[src/rtl/qdec_bitstream_fetch.sv]
// qdec_bitstream_fetch
//   Reads a slice bitstream from RAM as 32-bit words, buffers the words in a
//   small FIFO, unpacks them MSB-byte-first and presents them on the
//   bitstreamFetch valid/ready stage consumed by qdec_cabac. Optionally strips
//   HEVC emulation-prevention bytes (00 00 03 -> 00 00).
//
// Ports
//   clk, rst_n            clock, synchronous active-low reset
//   start                 one-cycle command pulse (ignored while busy)
//   base_addr, byte_len   slice location and raw length in bytes
//   epb_en                emulation-prevention removal, sampled at start
//   mem_rd_req/addr/gnt   word read request port (held until granted)
//   mem_rd_data(_vld)     in-order read data return
//   bitstreamFetch(_vld)  output byte stage, bitstreamFetch_rdy from consumer
//   busy, done            status: busy while fetching, done one-cycle pulse
//
// state  | meaning
// IDLE   | waiting for start
// FETCH  | issuing word reads, unpacking returned words
// DRAIN  | all reads issued, unpacking remaining bytes
// FINISH | done pulse; a coincident start launches the next slice
module qdec_bitstream_fetch #(
  parameter int ADDR_W     = 32,
  parameter int LEN_W      = 24,
  parameter int FIFO_DEPTH = 4
) (
  input  logic              clk,
  input  logic              rst_n,
  input  logic              start,
  input  logic [ADDR_W-1:0] base_addr,
  input  logic [LEN_W-1:0]  byte_len,
  input  logic              epb_en,
  output logic              mem_rd_req,
  output logic [ADDR_W-1:0] mem_rd_addr,
  input  logic              mem_rd_gnt,
  input  logic [31:0]       mem_rd_data,
  input  logic              mem_rd_data_vld,
  output logic [7:0]        bitstreamFetch,
  output logic              bitstreamFetch_vld,
  input  logic              bitstreamFetch_rdy,
  output logic              busy,
  output logic              done
);

  localparam int PTR_W = $clog2(FIFO_DEPTH);
  localparam int CNT_W = PTR_W + 1;

  typedef enum logic [1:0] {IDLE, FETCH, DRAIN, FINISH} state_e;

  state_e            state_q;
  logic [ADDR_W-1:0] base_q;
  logic [LEN_W-1:0]  len_q;
  logic              epb_q;
  logic [LEN_W-1:0]  words_total_q;
  logic [LEN_W-1:0]  req_cnt_q;
  logic [LEN_W-1:0]  raw_cnt_q;
  logic [CNT_W-1:0]  outstanding_q;
  logic [31:0]       fifo_q [FIFO_DEPTH];
  logic [PTR_W-1:0]  wr_ptr_q;
  logic [PTR_W-1:0]  rd_ptr_q;
  logic [CNT_W-1:0]  fifo_cnt_q;
  logic [1:0]        byte_idx_q;
  logic [1:0]        zero_run_q;
  logic [7:0]        out_data_q;
  logic              out_vld_q;
  logic              busy_q;
  logic              done_q;

  logic              active;
  logic [CNT_W:0]    occ;
  logic              grant;
  logic              wr_en;
  logic [31:0]       head_word;
  logic [7:0]        head_byte;
  logic              byte_avail;
  logic              drop;
  logic              out_free;
  logic              pop_byte;
  logic              load_out;
  logic              last_byte;
  logic              pop_word;
  logic              start_ok;
  logic [1:0]        zero_run_d;

  assign active = (state_q == FETCH) || (state_q == DRAIN);
  // Words in the FIFO plus words still in flight bound the FIFO fill level,
  // so gating requests on this sum makes overflow impossible.
  assign occ    = {1'b0, fifo_cnt_q} + {1'b0, outstanding_q};

  // Decoded from registered state only: req/addr cannot change until a grant
  // advances req_cnt_q, and a data return moves one word from in-flight to
  // FIFO without changing occ.
  assign mem_rd_req  = (state_q == FETCH) && (req_cnt_q < words_total_q) &&
                       (occ < (CNT_W+1)'(FIFO_DEPTH));
  assign mem_rd_addr = (base_q & ~ADDR_W'(3)) + ADDR_W'({req_cnt_q, 2'b00});

  assign grant = mem_rd_req && mem_rd_gnt;
  // Returns outside an active transfer belong to requests cut off by reset.
  assign wr_en = mem_rd_data_vld && active;

  assign head_word = fifo_q[rd_ptr_q];
  always_comb begin
    head_byte = head_word[31:24];
    case (byte_idx_q)
      2'd1:    head_byte = head_word[23:16];
      2'd2:    head_byte = head_word[15:8];
      2'd3:    head_byte = head_word[7:0];
      default: head_byte = head_word[31:24];
    endcase
  end

  assign byte_avail = active && (fifo_cnt_q != '0) && (raw_cnt_q != len_q);
  assign drop       = epb_q && (head_byte == 8'h03) && (zero_run_q == 2'd2);
  assign out_free   = !out_vld_q || bitstreamFetch_rdy;
  // A dropped byte needs no room in the output stage.
  assign pop_byte   = byte_avail && (drop || out_free);
  assign load_out   = byte_avail && !drop && out_free;
  assign last_byte  = (raw_cnt_q + LEN_W'(1)) == len_q;
  assign pop_word   = pop_byte && ((byte_idx_q == 2'd3) || last_byte);
  assign start_ok   = start && ((state_q == IDLE) || (state_q == FINISH));

  always_comb begin
    zero_run_d = zero_run_q;
    if (byte_avail && drop)
      zero_run_d = 2'd0;
    else if (load_out)
      zero_run_d = (head_byte != 8'h00) ? 2'd0 :
                   (zero_run_q == 2'd2) ? 2'd2 : zero_run_q + 2'd1;
  end

  always_ff @(posedge clk) begin
    if (!rst_n) begin
      state_q       <= IDLE;
      base_q        <= '0;
      len_q         <= '0;
      epb_q         <= 1'b0;
      words_total_q <= '0;
      req_cnt_q     <= '0;
      raw_cnt_q     <= '0;
      outstanding_q <= '0;
      for (int i = 0; i < FIFO_DEPTH; i++) fifo_q[i] <= '0;
      wr_ptr_q      <= '0;
      rd_ptr_q      <= '0;
      fifo_cnt_q    <= '0;
      byte_idx_q    <= '0;
      zero_run_q    <= '0;
      out_data_q    <= '0;
      out_vld_q     <= 1'b0;
      busy_q        <= 1'b0;
      done_q        <= 1'b0;
    end else begin
      if (load_out) begin
        out_data_q <= head_byte;
        out_vld_q  <= 1'b1;
      end else if (bitstreamFetch_rdy) begin
        out_vld_q  <= 1'b0;
      end

      if (wr_en) begin
        fifo_q[wr_ptr_q] <= mem_rd_data;
        wr_ptr_q         <= wr_ptr_q + PTR_W'(1);
      end
      if (pop_word) rd_ptr_q <= rd_ptr_q + PTR_W'(1);
      case ({wr_en, pop_word})
        2'b10:   fifo_cnt_q <= fifo_cnt_q + CNT_W'(1);
        2'b01:   fifo_cnt_q <= fifo_cnt_q - CNT_W'(1);
        default: fifo_cnt_q <= fifo_cnt_q;
      endcase

      if (grant) req_cnt_q <= req_cnt_q + LEN_W'(1);
      case ({grant, wr_en})
        2'b10:   outstanding_q <= outstanding_q + CNT_W'(1);
        2'b01:   outstanding_q <= outstanding_q - CNT_W'(1);
        default: outstanding_q <= outstanding_q;
      endcase

      if (pop_byte) begin
        raw_cnt_q  <= raw_cnt_q + LEN_W'(1);
        byte_idx_q <= pop_word ? 2'd0 : byte_idx_q + 2'd1;
      end
      zero_run_q <= zero_run_d;

      done_q <= 1'b0;
      case (state_q)
        IDLE:  ;
        FETCH: if (req_cnt_q == words_total_q) state_q <= DRAIN;
        DRAIN: begin
          // Wait until the last emitted byte has left the output stage.
          if ((raw_cnt_q == len_q) && out_free) begin
            state_q <= FINISH;
            busy_q  <= 1'b0;
            done_q  <= 1'b1;
          end
        end
        FINISH: state_q <= IDLE;
        default: state_q <= IDLE;
      endcase

      // Launch overrides the per-cycle updates above.
      if (start_ok) begin
        state_q       <= FETCH;
        busy_q        <= 1'b1;
        base_q        <= base_addr;
        len_q         <= byte_len;
        epb_q         <= epb_en;
        words_total_q <= (byte_len >> 2) + LEN_W'(|byte_len[1:0]);
        req_cnt_q     <= '0;
        raw_cnt_q     <= '0;
        outstanding_q <= '0;
        wr_ptr_q      <= '0;
        rd_ptr_q      <= '0;
        fifo_cnt_q    <= '0;
        byte_idx_q    <= '0;
        zero_run_q    <= '0;
      end
    end
  end

  assign bitstreamFetch     = out_data_q;
  assign bitstreamFetch_vld = out_vld_q;
  assign busy               = busy_q;
  assign done               = done_q;

endmodule

[config.mk]
export PLATFORM = sky130hd
export DESIGN_NAME = qdec_bitstream_fetch
export DESIGN_NICKNAME = d
export VERILOG_FILES = /design/src/rtl/qdec_bitstream_fetch.sv
export SDC_FILE = /design/constraint.sdc
export NUM_CORES = 1
export LEC_CHECK = 0
export ABC_AREA = 1
export CORE_MARGIN = 2
export CORE_UTILIZATION = 58
export CTS_CLUSTER_SIZE = 10
export DETAILED_ROUTE_END_ITERATION = 12
export HOLD_SLACK_MARGIN = 0.02
export PLACE_DENSITY = 0.87
export SYNTH_ARGS = -nofsm -noshare
export SYNTH_HDL_FRONTEND = slang
export SYNTH_SLANG_ARGS = --single-unit
[constraint.sdc]
create_clock -name clk -period 5.26 [get_ports clk]
set_clock_uncertainty 0.2 [all_clocks]
set_input_delay 1.578 -clock clk [delete_from_list [all_inputs] [get_ports clk]]
set_output_delay 1.578 -clock clk [all_outputs]
set_load 0.01 [all_outputs]
# == Yosys cells after proc, flatten, opt, wreduce, memory -nomap -nowiden ==
# Memories as Yosys holds them, arrays and structs flattened. A register that Yosys moved wholly into a read port is not among the register bits.
# Cells that the tools add are included.
# totals
reg_bits,156
ramBits,128
in_bits,95
output_inout_bits,44
mem_count,1
# memory_table
name,words,width,rd,rd_clocked_by_memory_dff,wr,line_no,text
fifo_q,4,32,1,1,4,58,logic [31:0] fifo_q [FIFO_DEPTH];
# op_classes
addsub,13
n_lt_le_gt_ge,2
eq_ne,20
muxes,25
bitwise_logic,1
n_reduce_logical,40
# ops
op,n
equality test 24 bit,3
adder 24 x 1 -> 24 bit (second input constant),2
adder 32 x 26 -> 32 bit,1
two-way mux 32 bit,1
OR reduction 32 bit,1
less-than comparator 24 bit,1
inequality test 24 bit,1
case mux 8 bit (3 select lines),1
adder 22 x 1 -> 23 bit,1
two-way mux 2 bit,8
logical AND 1 bit,15
equality test 2 bit (second input constant),7
two-way mux 1 bit,12
case mux 3 bit (2 select lines),2
nonzero test 2 bit,5
adder 2 x 1 -> 2 bit (second input constant),4
equality test 2 x 1 -> 1 bit (second input constant),4
equality test 8 x 2 -> 1 bit (second input constant),1
nonzero test 8 bit,1
adder 3 x 1 -> 3 bit (second input constant),2
inequality test 3 x 2 -> 1 bit (second input constant),2
case mux 2 bit (3 select lines),1
AND reduction 3 bit,2
nonzero test 3 bit,2
12 further kinds,21

# == Longest topological paths before layout ==
# logic_depth
depth_word,10
mapped_depth,24
ltp_nobuf,22

# == Least setup slack after synthesis ==
# Ideal clock, no wire load.
# synth_path
path_kind,in2reg
startpoint,input mem_rd_data_vld
endpoint,memory fifo_q[3][0] (enable)
setup_ns,0.466
t_arrival_ns,4.129
required_time_ns,4.594
slack_ns,0.466
cell_stages,4
path_buffers,0
cell_sequence,nand2_1 -> nor2_1 -> inv_1 -> o21ai_0
# synth_lines
item,line_no,text
start: declaration,37,"input logic mem_rd_data_vld,"
end: declaration,58,

# == Worst setup path after layout ==
# layout_path
startpoint,register req_cnt_q[8]
endpoint,output mem_rd_addr[31]
# layout_via
elab_chain_len,1
# layout_rtl
item,line_no,text
start: declaration,55,logic [LEN_W-1:0] req_cnt_q;
start signal: assignment,170,if (grant) req_cnt_q <= req_cnt_q + LEN_W'(1);
adder 32 x 26 -> 32 bit,95,"assign mem_rd_addr = (base_q & ~ADDR_W'(3)) + ADDR_W'({req_cnt_q, 2'b00});"
end: declaration,34,"output logic [ADDR_W-1:0] mem_rd_addr,"
# Every way passes these cells.

==> results by group <==
Global routing
  – Grt ovf: 0
  – Global-route wire length before repair: 68,600 um
  – Total GRT Usage: 29.5%
  – Antenna violations before repair: 1
  – Largest net degree at the start of global routing: 65
  – Vias in the first global route: 14.0k

Synthesis
  – Number of enable flip-flop cells after synthesis: 128
  – Asr flop ratio synth: 0%
  – Mean Syn Cell Area: 7.79 um^2
  – Top FF cell, synth: dfxtp_1
  – Top-area cell type share of the netlist area: 24.0%
  – #FFs+latches synth: 283
  – Top cells by area, synth: edfxtp_1, dfxtp_1, nand2_1
  – Synth area leader: edfxtp_1
  – Cells after Synth: 2,056
  – Yosys warns: 0
  – Syn Std Cell Area: 16,000 um^2
  – Cell variety after synth: 61
  – Seq/Total Area, Yosys: 43.3%

Setup path
  – CP max FO: 6
  – Crit Path Category: flop to primary output
  – Crit end category: primary output
  – CP Data Required Time: 3.48 ns
  – Worst Path Arrival: 3.30 ns
  – Critical path launch point type: flop

Timing
  – Fmax: 197 MHz
  – Final slew viol count: 0
  – Slew HR: 50.3%
  – Period utilization: 96.5%
  – Worst-margin pin slew: 0.745 ns
  – Tmin final: 5.08 ns
  – Hold Violations, Final: 0
  – # setup viols final: 0
  – Fin Setup TNS: 0 ns

Clock tree
  – # H-tree levels: 2
  – Hold buffers post-CTS: 0
  – Cts bufs inserted: 34
  – Clock slew at reported path FFs: 0.06 ns
  – Clk_lat worst skew: 0.52 ns
  – CTS Buffer Depth: 3
  – CTS tree: yes
  – CTS sink cnt: 283
  – CTS root buf: clkbuf_16

Flow run
  – Max-capacitance violation count: 0

Placement
  – Placer Congestion: 0.912
  – HPWL after DPL: 29,100 um
  – IO buf count: 134
  – Placed Area: 17,500 um^2

Final layout
  – Fraction of layout cells with a size suffix above 1: 6.19%
  – Fin util: 68.6%
  – Synth-to-Final Area Change: 15.7%
  – Most common cell after layout, fill and taps aside: nand2_1
  – Final Net Count: 2,329
  – Design area: 18,500 um^2
  – Commonest non-fill, non-tap cells in the layout: nand2_1, nor2_1, inv_1

Power and ir drop
  – Pwr/cell area: 336 nW/um^2
  – Peak supply drop: 247 uV
  – Static Leak: 7.65 nW

Route
  – Drt drc: 0
  – Via density: 5.73
  – DR pass1 iterations: 8
  – Wire per inst: 17.1 um
  – DRT Wirelength: 43,300 um
  – Final ANT Viol Nets: 0
  – Starting DRT DRC Count: 1,606
  – Vias: 14.5k

Die
  – Die span in y: 170 um
  – Chip width: 170 um
  – Die area: 29,000 um^2
  – Core area: 27,000 um^2
  – Starting Density: 59.3%
  – Top Ports: 139
  – # rows: 60

Hold path
  – Hold Path Class: flop to flop

Run status
  – Status: finished clean
## final timing paths
check                     to     startpoint  cells after the start  slack, ns
max          mem_rd_addr[31]   req_cnt_q[8]                     12       0.18
min            zero_run_q[0]  zero_run_q[0]                      2       0.27
max reg2reg    fifo_cnt_q[2]           flop                     19       1.11
min reg2reg    zero_run_q[0]  zero_run_q[0]                      2       0.27
## logic make-up after synthesis
logic type                 synth area share, %
adders and majority gates                 5.61
and+or+nand+nor                           26.5
DFF                                       43.3
other                                   0.0234
buffers and inverters                     8.60
xor gates and xnor gates                  4.70
AOI/OAI and AO/OA                         11.2
## synthesized netlist by cell type (all sizes together) (2+ instances only)
library cell  count
a22o             25
nand3b           10
dfxtp           155
a31oi             7
buf              38
a21oi           123
o21a              4
o21ai            90
nand3           127
xor2             45
inv             246
ha               67
nand4            24
fa                3
xnor2            41
a211oi            7
o211ai           12
nor4             10
clkbuf           44
nor3             68
a21boi            3
a21o              2
edfxtp          128
o32ai             3
o221ai            5
nor2            271
or2              12
o22ai             7
o21bai            3
nand2           466
## cell type report
type                       instances  area (um^2)
clock inverter                     1         8.76
clock buffer                      53          963
sequential                       283         6950
multi-input combinational       1446         7770
tap                              341          427
antenna                            1         2.50
fill                            2110         8480
timing repair buffer             153         1500
inverter                         246          926
## through the flow
step / hold WS, ns / total power (W) / setup slack [ns] / std cells
final: 0.267 / 0.00623 / 0.184 / 2524
after global routing: 0.280 / 0.00648 / -0.00572 / 2524
after CTS: 0.265 / 0.00621 / 0.0326 / 2522
after detailed placement: 0.258 / 0.00410 / 0.495 / 2468
after global placement: 0.253 / 0.00404 / 0.502 / 2468
after floorplan: 0.242 / 0.00359 / 0.466 / 2057
## report_power, final
part | switching [W] | leakage [nW] | internal, W
Clock | 0.000885 | 0.469 | 0.00125
Sequential | 0.000130 | 2.59 | 0.00254
Combinational | 0.000903 | 4.60 | 0.000530
## layer usage
layer,wire (um),vias up,share of wire (%),track usage (%)
li1,-,6986,-,-
met1,17700,6711,41,37.6
met2,20600,672,48,49.4
met3,3410,105,7.9,4.70
met4,1530,0,3.5,14.0
met5,0,-,0,0
## state kept, by name (all words and copies together) (netlist names), 3 cells and up, named ones only
| register | flops |
|---|---|
| req_cnt_q | 24 |
| base_q | 30 |
| len_q | 24 |
| raw_cnt_q | 24 |
| fifo_cnt_q | 3 |
| outstanding_q | 3 |
| fifo_q | 128 |
| bitstreamFetch | 8 |
| words_total_q | 23 |
## worst max-delay path, cell delays in order (launching register included)
cell             delay [ns]
dfxtp_1                0.40
ha_1                   0.40
nand2_1                0.14
nor2_1                 0.13
nor2_1                 0.04
o21ai_0                0.21
nand2_1                0.08
nand3_1                0.14
nand2_1                0.07
o211ai_1               0.24
nand4_1                0.18
xor2_1                 0.18
clkdlybuf4s50_1        0.56
## what timing repair did
action / CTS / global route
setup endpoints to repair: 1 / 9
buffers inserted: 0 / 1
pin swaps: 0 / 1
resized for setup: 1 / 12
No activity file was read; power rests on OpenSTA's default activity.
